File: src/rtl/traffic_light_multi.sv
// rtl/traffic_light_multi.sv - multi-approach traffic light sequencer with actuated skipping and flashing-yellow mode
module traffic_light_multi #(
  parameter int NUM_DIRS       = 2,
  parameter int GREEN_CYCLES   = 30,
  parameter int YELLOW_CYCLES  = 5,
  parameter int RED_RED_CYCLES = 3,
  parameter int FLASH_CYCLES   = 8,
  parameter int ACTUATED       = 0,
  localparam int MAX_GY = (GREEN_CYCLES > YELLOW_CYCLES) ? GREEN_CYCLES : YELLOW_CYCLES,
  localparam int MAX_RF = (RED_RED_CYCLES > FLASH_CYCLES) ? RED_RED_CYCLES : FLASH_CYCLES,
  localparam int MAX_C  = (MAX_GY > MAX_RF) ? MAX_GY : MAX_RF,
  localparam int CW     = $clog2(MAX_C) + 1,
  localparam int DW     = (NUM_DIRS > 1) ? $clog2(NUM_DIRS) : 1
) (
  input  logic                clk,
  input  logic                rst,
  input  logic                flash,
  input  logic [NUM_DIRS-1:0] req,
  output logic [NUM_DIRS-1:0] red,
  output logic [NUM_DIRS-1:0] yellow,
  output logic [NUM_DIRS-1:0] green,
  output logic [DW-1:0]       active_dir,
  output logic [1:0]          phase
);

  typedef enum logic [1:0] {
    PH_GREEN   = 2'd0,
    PH_YELLOW  = 2'd1,
    PH_ALL_RED = 2'd2,
    PH_FLASH   = 2'd3
  } phase_t;

  phase_t              phase_q, n_phase;
  logic [DW-1:0]       dir_q, n_dir, sel_dir;
  logic [CW-1:0]       cnt_q, n_cnt;
  logic                tog_q, n_tog;
  logic [NUM_DIRS-1:0] pending, n_pending;
  logic [NUM_DIRS-1:0] demand, n_red, n_yellow, n_green;
  logic                other_pending, found;

  // Demand seen this clock includes the live req so a pulse can release a held green immediately.
  always_comb begin
    demand        = (ACTUATED != 0) ? (pending | req) : '0;
    other_pending = |(demand & ~(NUM_DIRS'(1) << dir_q));
    found         = 1'b0;
    sel_dir       = dir_q;
    if (ACTUATED != 0) begin
      for (int k = 1; k <= NUM_DIRS; k++) begin
        if (!found && demand[(int'(dir_q) + k) % NUM_DIRS]) begin
          found   = 1'b1;
          sel_dir = DW'((int'(dir_q) + k) % NUM_DIRS);
        end
      end
    end else begin
      sel_dir = DW'((int'(dir_q) + 1) % NUM_DIRS);
    end
  end

  always_comb begin
    n_phase   = phase_q;
    n_dir     = dir_q;
    n_cnt     = cnt_q + CW'(1);
    n_tog     = tog_q;
    n_pending = demand;
    case (phase_q)
      PH_GREEN: begin
        if (cnt_q == CW'(GREEN_CYCLES - 1)) begin
          if ((ACTUATED != 0) && !other_pending) begin
            n_cnt = cnt_q;
          end else begin
            n_phase = PH_YELLOW;
            n_cnt   = '0;
          end
        end
      end
      PH_YELLOW: begin
        if (cnt_q == CW'(YELLOW_CYCLES - 1)) begin
          n_phase = PH_ALL_RED;
          n_cnt   = '0;
        end
      end
      PH_ALL_RED: begin
        if (cnt_q == CW'(RED_RED_CYCLES - 1)) begin
          n_cnt = '0;
          if (flash) begin
            n_phase = PH_FLASH;
            n_tog   = 1'b1;
          end else begin
            n_phase   = PH_GREEN;
            n_dir     = sel_dir;
            n_pending = demand & ~(NUM_DIRS'(1) << sel_dir);
          end
        end
      end
      default: begin
        if (!flash) begin
          n_phase = PH_ALL_RED;
          n_cnt   = '0;
        end else if (cnt_q == CW'(FLASH_CYCLES - 1)) begin
          n_cnt = '0;
          n_tog = ~tog_q;
        end
      end
    endcase
  end

  // Lamps are decoded from next state so the registered outputs line up with the registered phase.
  always_comb begin
    n_red    = '0;
    n_yellow = '0;
    n_green  = '0;
    for (int i = 0; i < NUM_DIRS; i++) begin
      if (n_phase == PH_FLASH) begin
        n_yellow[i] = n_tog;
      end else if (n_phase == PH_ALL_RED || DW'(i) != n_dir) begin
        n_red[i] = 1'b1;
      end else if (n_phase == PH_GREEN) begin
        n_green[i] = 1'b1;
      end else begin
        n_yellow[i] = 1'b1;
      end
    end
  end

  always_ff @(posedge clk) begin
    if (rst) begin
      phase_q <= PH_GREEN;
      dir_q   <= '0;
      cnt_q   <= '0;
      tog_q   <= 1'b0;
      pending <= '0;
      green   <= NUM_DIRS'(1);
      red     <= ~NUM_DIRS'(1);
      yellow  <= '0;
    end else begin
      phase_q <= n_phase;
      dir_q   <= n_dir;
      cnt_q   <= n_cnt;
      tog_q   <= n_tog;
      pending <= n_pending;
      green   <= n_green;
      red     <= n_red;
      yellow  <= n_yellow;
    end
  end

  assign active_dir = dir_q;
  assign phase      = phase_q;

endmodule

File: config.mk
export PLATFORM = sky130hd
export DESIGN_NAME = traffic_light_multi
export DESIGN_NICKNAME = d
export VERILOG_FILES = /design/src/rtl/traffic_light_multi.sv
export SDC_FILE = /design/constraint.sdc
export NUM_CORES = 1
export LEC_CHECK = 0
export CELL_PAD_IN_SITES_DETAIL_PLACEMENT = 2
export CELL_PAD_IN_SITES_GLOBAL_PLACEMENT = 2
export CORE_ASPECT_RATIO = 1.1
export CORE_UTILIZATION = 30
export CTS_CLUSTER_SIZE = 40
export DETAILED_ROUTE_END_ITERATION = 6
export PLACE_DENSITY_LB_ADDON = 0.12
export SLEW_MARGIN = 20
export SYNTH_ARGS = -nofsm -noshare
export SYNTH_HDL_FRONTEND = slang
export SYNTH_SLANG_ARGS = --single-unit
File: constraint.sdc
create_clock -name clk -period 2.2 [get_ports clk]
set_clock_uncertainty 0.15 [all_clocks]
set_input_delay 0.44 -clock clk [delete_from_list [all_inputs] [get_ports clk]]
set_output_delay 0.44 -clock clk [all_outputs]
set_load 0.03 [all_outputs]
Word level (Yosys, flattened, before mapping)
Cells that the tools add are included.

Reductions and logical operators: 7. Equal/unequal tests: 8. Bitwise logic cells: 2. Mux-type cells: 31. Add/subtract/negate cells: 2.

Operators by type and width (number): 2-to-1 mux 6 bit (5); 2-to-1 mux 1 bit (18); one-hot mux 6 bit (3 select lines) (1); equality test 6 x 3 -> 1 bit (second input constant) (2); 2-to-1 mux 2 bit (5); adder 6 x 1 -> 6 bit (second input constant) (1); equality test 2 bit (second input constant) (3); equality test 6 x 2 -> 1 bit (second input constant) (1); equality test 6 x 5 -> 1 bit (second input constant) (1); one-hot mux 2 bit (3 select lines) (1); zero test 2 bit (2); OR reduction 2 bit (2); OR reduction 3 bit (1); equality test 2 x 1 -> 1 bit (second input constant) (1); logical OR 1 bit (2); inverter 1 bit (2); one-hot mux 1 bit (2 select lines) (1); adder 1 bit (second input constant) (1).

Output and inout bits: 9. Bits of input ports: 5. Flip-flop bits (word level): 16.

Depth between registers and ports, before layout
Depth in word-level cells: 8. Mapped depth: 7.

Worst setup path after synthesis
No wires, ideal clock.

Kind: register to register. Start: register phase_q[0], in the netlist phase[0]. End: register yellow[0]. Buffers on the path: 1. Setup slack: 0.134 ns. Cell stages (with the launch flop): 6. Clock period less this slack: 2.066 ns. Library setup time: 0.079 ns. Arrival: 1.837 ns. Path through: dfxtp_1 clkbuf_1 inv_1 a2bb2oi_2 or4b_4 a211oi_2.

Word-level cells in the longest chain between the ends: 6. Elaborated cells between the ends (all ways): 18. Classes of those cells: eq/ne (4); mux (10); reduce/logical (4).

Ends and longest elaborated chain: start: declaration (RTL line 33) `phase_t phase_q, n_phase;`; start signal: assignment (RTL line 136) `phase_q <= n_phase;`; equality test 2 bit, or another cell as far along; one-hot mux 2 bit (3 select lines) (RTL line 65) `case (phase_q)`; zero test 2 bit / equality test 2 bit (equally long branches) (RTL line 117, 115); 2-to-1 mux 1 bit / logical OR 1 bit (equally long branches) (RTL line 117, 115); 2-to-1 mux 1 bit (RTL line 115) `end else if (n_phase == PH_ALL_RED || DW'(i) != n_dir) begin`; 2-to-1 mux 1 bit * (RTL line 113) `if (n_phase == PH_FLASH) begin`; end signal: assignment (RTL line 143) `yellow <= n_yellow;`; end: declaration (RTL line 20) `output logic [NUM_DIRS-1:0] yellow,`.

Mark *: on every way between the ends. The rest lies on a longest branch, timed or not. A chain may end at the register's enable or synchronous reset.

Final worst setup path
Start: register cnt_q[4]. End: register yellow[0].

Word-level cells in the longest chain between the ends: 7. Elaborated cells between the ends (all ways): 21. Classes of those cells: eq/ne (6); mux (13); reduce/logical (2).

Ends and longest elaborated chain: start: declaration (RTL line 35) `logic [CW-1:0] cnt_q, n_cnt;`; start signal: assignment (RTL line 138) `cnt_q <= n_cnt;`; equality test 6 x 2 -> 1 bit, or another cell as far along (RTL line 83) `if (cnt_q == CW'(RED_RED_CYCLES - 1)) begin`; 2-to-1 mux 2 bit, on equally long branches (RTL line 83, 67, 77); one-hot mux 2 bit (3 select lines) (RTL line 65); zero test 2 bit / equality test 2 bit (equally long branches) (RTL line 117, 115); 2-to-1 mux 1 bit / logical OR 1 bit (equally long branches) (RTL line 117, 115); 2-to-1 mux 1 bit (RTL line 115); 2-to-1 mux 1 bit * (RTL line 113).

Marked as above.

==> reports/results.md <==
• initial antenna violation count: 0
• area added between synthesis and finish: 37.4%
• root buf cell: clkbuf_4
• first-pass iteration count of the detailed router: 4
• Maximum Capacitance Violations: 0
• leakage power summed over all cells: 0.418 nW
• total via count after detailed routing: 707
• NumNets Final: 117
• final setup slack of the worst path: 103 ps
• count leader, synth: dfxtp_1
• final hold violation count: 0
• wire length of the first global-routing pass: 3850 µm
• ANT nets after route: 0
• crit start category: flip-flop
• met3 demand-to-capacity share in global routing: 3.58%
• final HPWL from detailed placement: 1750 µm
• number of global-route vias before repair: 784
• share of the cycle needed by the critical path after routing: 95.3%
• Synth top cells by count: dfxtp_1, nor2_1, nand2_1
• sequential-to-total area share from yosys stat: 41.4%
• number of DRC markers after the initial detailed-route iteration: 4
• number of port buffers: 11
• Placement Rows: 18
• crit end category: flip-flop
• cell types occupying the most area after synthesis: dfxtp_1, ha_1, nor2_1
• Inserted Clock Buffers: 3
• global routing's busiest layer: met2
• start point of the worst hold path: cnt_q[0]$_SDFF_PP0_
• antenna diode instance count: 0
• crit path max fanout: 3
• GRT Residual Overflow: 0
• Top Ports: 14
• footprint of the multi-input gates: 442 µm²
• minimum clock period after layout: 2100 ps
• # H-tree levels: 1
• Final Slew Violations: 0
• number of buffers inserted to repair setup after CTS: 0
• headroom to the max-slew limit: 65.2%
• share of cells above drive strength 1: 27.1%
• die width: 50.4 µm
• drt total wl: 2360 µm
• Post-Layout Inst Area: 0.00106 mm²
• die boundary height: 55.2 µm
• number of flops mapped to enable cells by yosys: 0
• cell area after synthesis: 773 µm²
• transition time at the pin with the least slew margin: 522 ps
• WP data required: 2290 ps
• count of warnings emitted by yosys: 0
• Floorplan Core Area: 0.00234 mm²
• arrival time of the worst setup path: 2180 ps
• syn_nets: 90
• Clock Sinks: 16
• die area: 0.00278 mm²
• Hold/Removal Path Class: flip-flop to flip-flop
• share of the synthesized area in the top cell type: 41.4%
• Post-Synthesis Cells: 81
• critical setup path kind: flip-flop to flip-flop
• DRC violation count after routing: 0
• worst setup path startpoint: cnt_q[4]$_SDFF_PP0_
• outcome: completed
• routability-driven placement congestion ratio: 0.781
• worst IR drop on VDD: 0.368 mV
• global-route usage over all layers: 19.3%
• CTS tree: built
• Initial Utilization: 33.0%
• worst slack at placement: -56.0 ps
• maximum clock insertion buffer count: 2
• fmax: 0.477 GHz
• dominant synthesized flop cell: dfxtp_1
• register area: 322 µm²
• reg-to-reg startpoint: cnt_q[4]$_SDFF_PP0_
• average routed wire per standard cell: 17.2 µm
• placed instance area: 0.00101 mm²
• area leader, netlist: dfxtp_1
• via-per-instance ratio: 5.16
• insertion delay of the later-clocked pin in the worst-skew pair: 310 ps
• power density over the cells: 530 mW/mm²
• Synth Register Bits: 16
• proportion of synthesized flip-flops having asynchronous set or reset: 0%
• count of different cell masters after synthesis: 32
• GRT met1 Usage: 23.2%
• average instance area after synthesis: 9.55 µm²
• largest net degree at the start of global routing: 11
• setup repair after global routing missed its margin: yes
• number of fillers in the final layout: 268
• clock-pin slew on the worst setup and hold paths: 100 ps
• met2 Use GR: 31.6%
• number of buffers inserted for hold repair after clock tree synthesis: 0
• final setup violation count: 0
## sequential cells by signal, summed over array words and instances (netlist names)
register	count
phase	2
green	2
cnt_q	6
tog_q	1
yellow	2
active_dir	1
red	2
## area by class of cell
type | instances | share of cell area, %
repair buffers | 24 | 19.8
inverters | 4 | 1.41
clock buffers | 4 | 3.42
multi-input cells | 59 | 41.6
flip-flops and latches | 16 | 30.3
well taps | 30 | 3.53
## cells by family (layout without fill, tap and decap cells)
| group | after synthesis | count (layout) | synth area share [%] |
|---|---|---|---|
| simple gates | 32 | 32 | 24.4 |
| compound gates | 18 | 18 | 19.1 |
| flops | 16 | 16 | 41.4 |
| buf+inv | 6 | 32 | 2.91 |
| xor+xnor | 5 | 5 | 5.66 |
| fa+ha+maj | 4 | 4 | 6.47 |
## critical path, stage by stage (launching register included)
cell and delay (ps):
dfxtp_1 330, buf_4 150, nor3_1 310, a21oi_1 160, o21bai_1 190, or4b_4 510, a211oi_2 230
## power by group
| part | internal [mW] | switching (mW) |
|---|---|---|
| registers | 0.294 | 0.00553 |
| clock network | 0.101 | 0.107 |
| logic | 0.0258 | 0.0283 |
## metal layers
layer | vias up | wire, µm
li1 | 344 | -
met1 | 347 | 1060
met2 | 11 | 1190
met3 | 5 | 51
met4 | 0 | 55
met5 | - | 0
## metrics by stage
stage | hold WS, ps | total power, mW | util (%) | TNS (ps) | cells
floorplan | 295 | 0.333 | - | 0 | 81
global placement | 405 | 0.354 | 43.2 | 0 | 133
detailed placement | 426 | 0.359 | 43.2 | -109 | 133
CTS | 444 | 0.564 | 44.8 | 0 | 137
global route | 461 | 0.584 | 45.4 | 0 | 137
finish | 437 | 0.563 | 45.4 | 0 | 137
## cells in the final DEF, fill, tap and decap left out, types with 2 or more instances in the layout
cell,netlist,layout
clkbuf_4,0,3
nor3_1,3,3
inv_1,4,4
nand2_1,5,5
a211oi_2,2,2
buf_4,0,13
xor2_1,3,3
clkdlybuf4s50_1,0,10
a2111oi_0,2,2
o21bai_1,2,2
nand3_1,4,4
xnor2_1,2,2
nor2_1,10,10
dfxtp_1,16,15
a21oi_1,3,3
ha_1,4,4
## path summary, 6_finish.rpt
| path | endpoint | slack (ps) | cells after the start |
|---|---|---|---|
| hold reg to reg | cnt_q[0]$_SDFF_PP0_ | 440 | 2 |
| setup / recovery | yellow[0]$_SDFF_PP0_ | 100 | 6 |
| setup reg to reg | yellow[0]$_SDFF_PP0_ | 100 | 6 |
| hold / removal | cnt_q[0]$_SDFF_PP0_ | 440 | 2 |
## what timing repair did
item                                    4_1_cts  5_1_grt
resized for setup                             1        5
endpoints found under the setup margin        1        4
gates cloned                                  0        0
pin swaps                                     0        0
(Power assumes the default switching activity.)
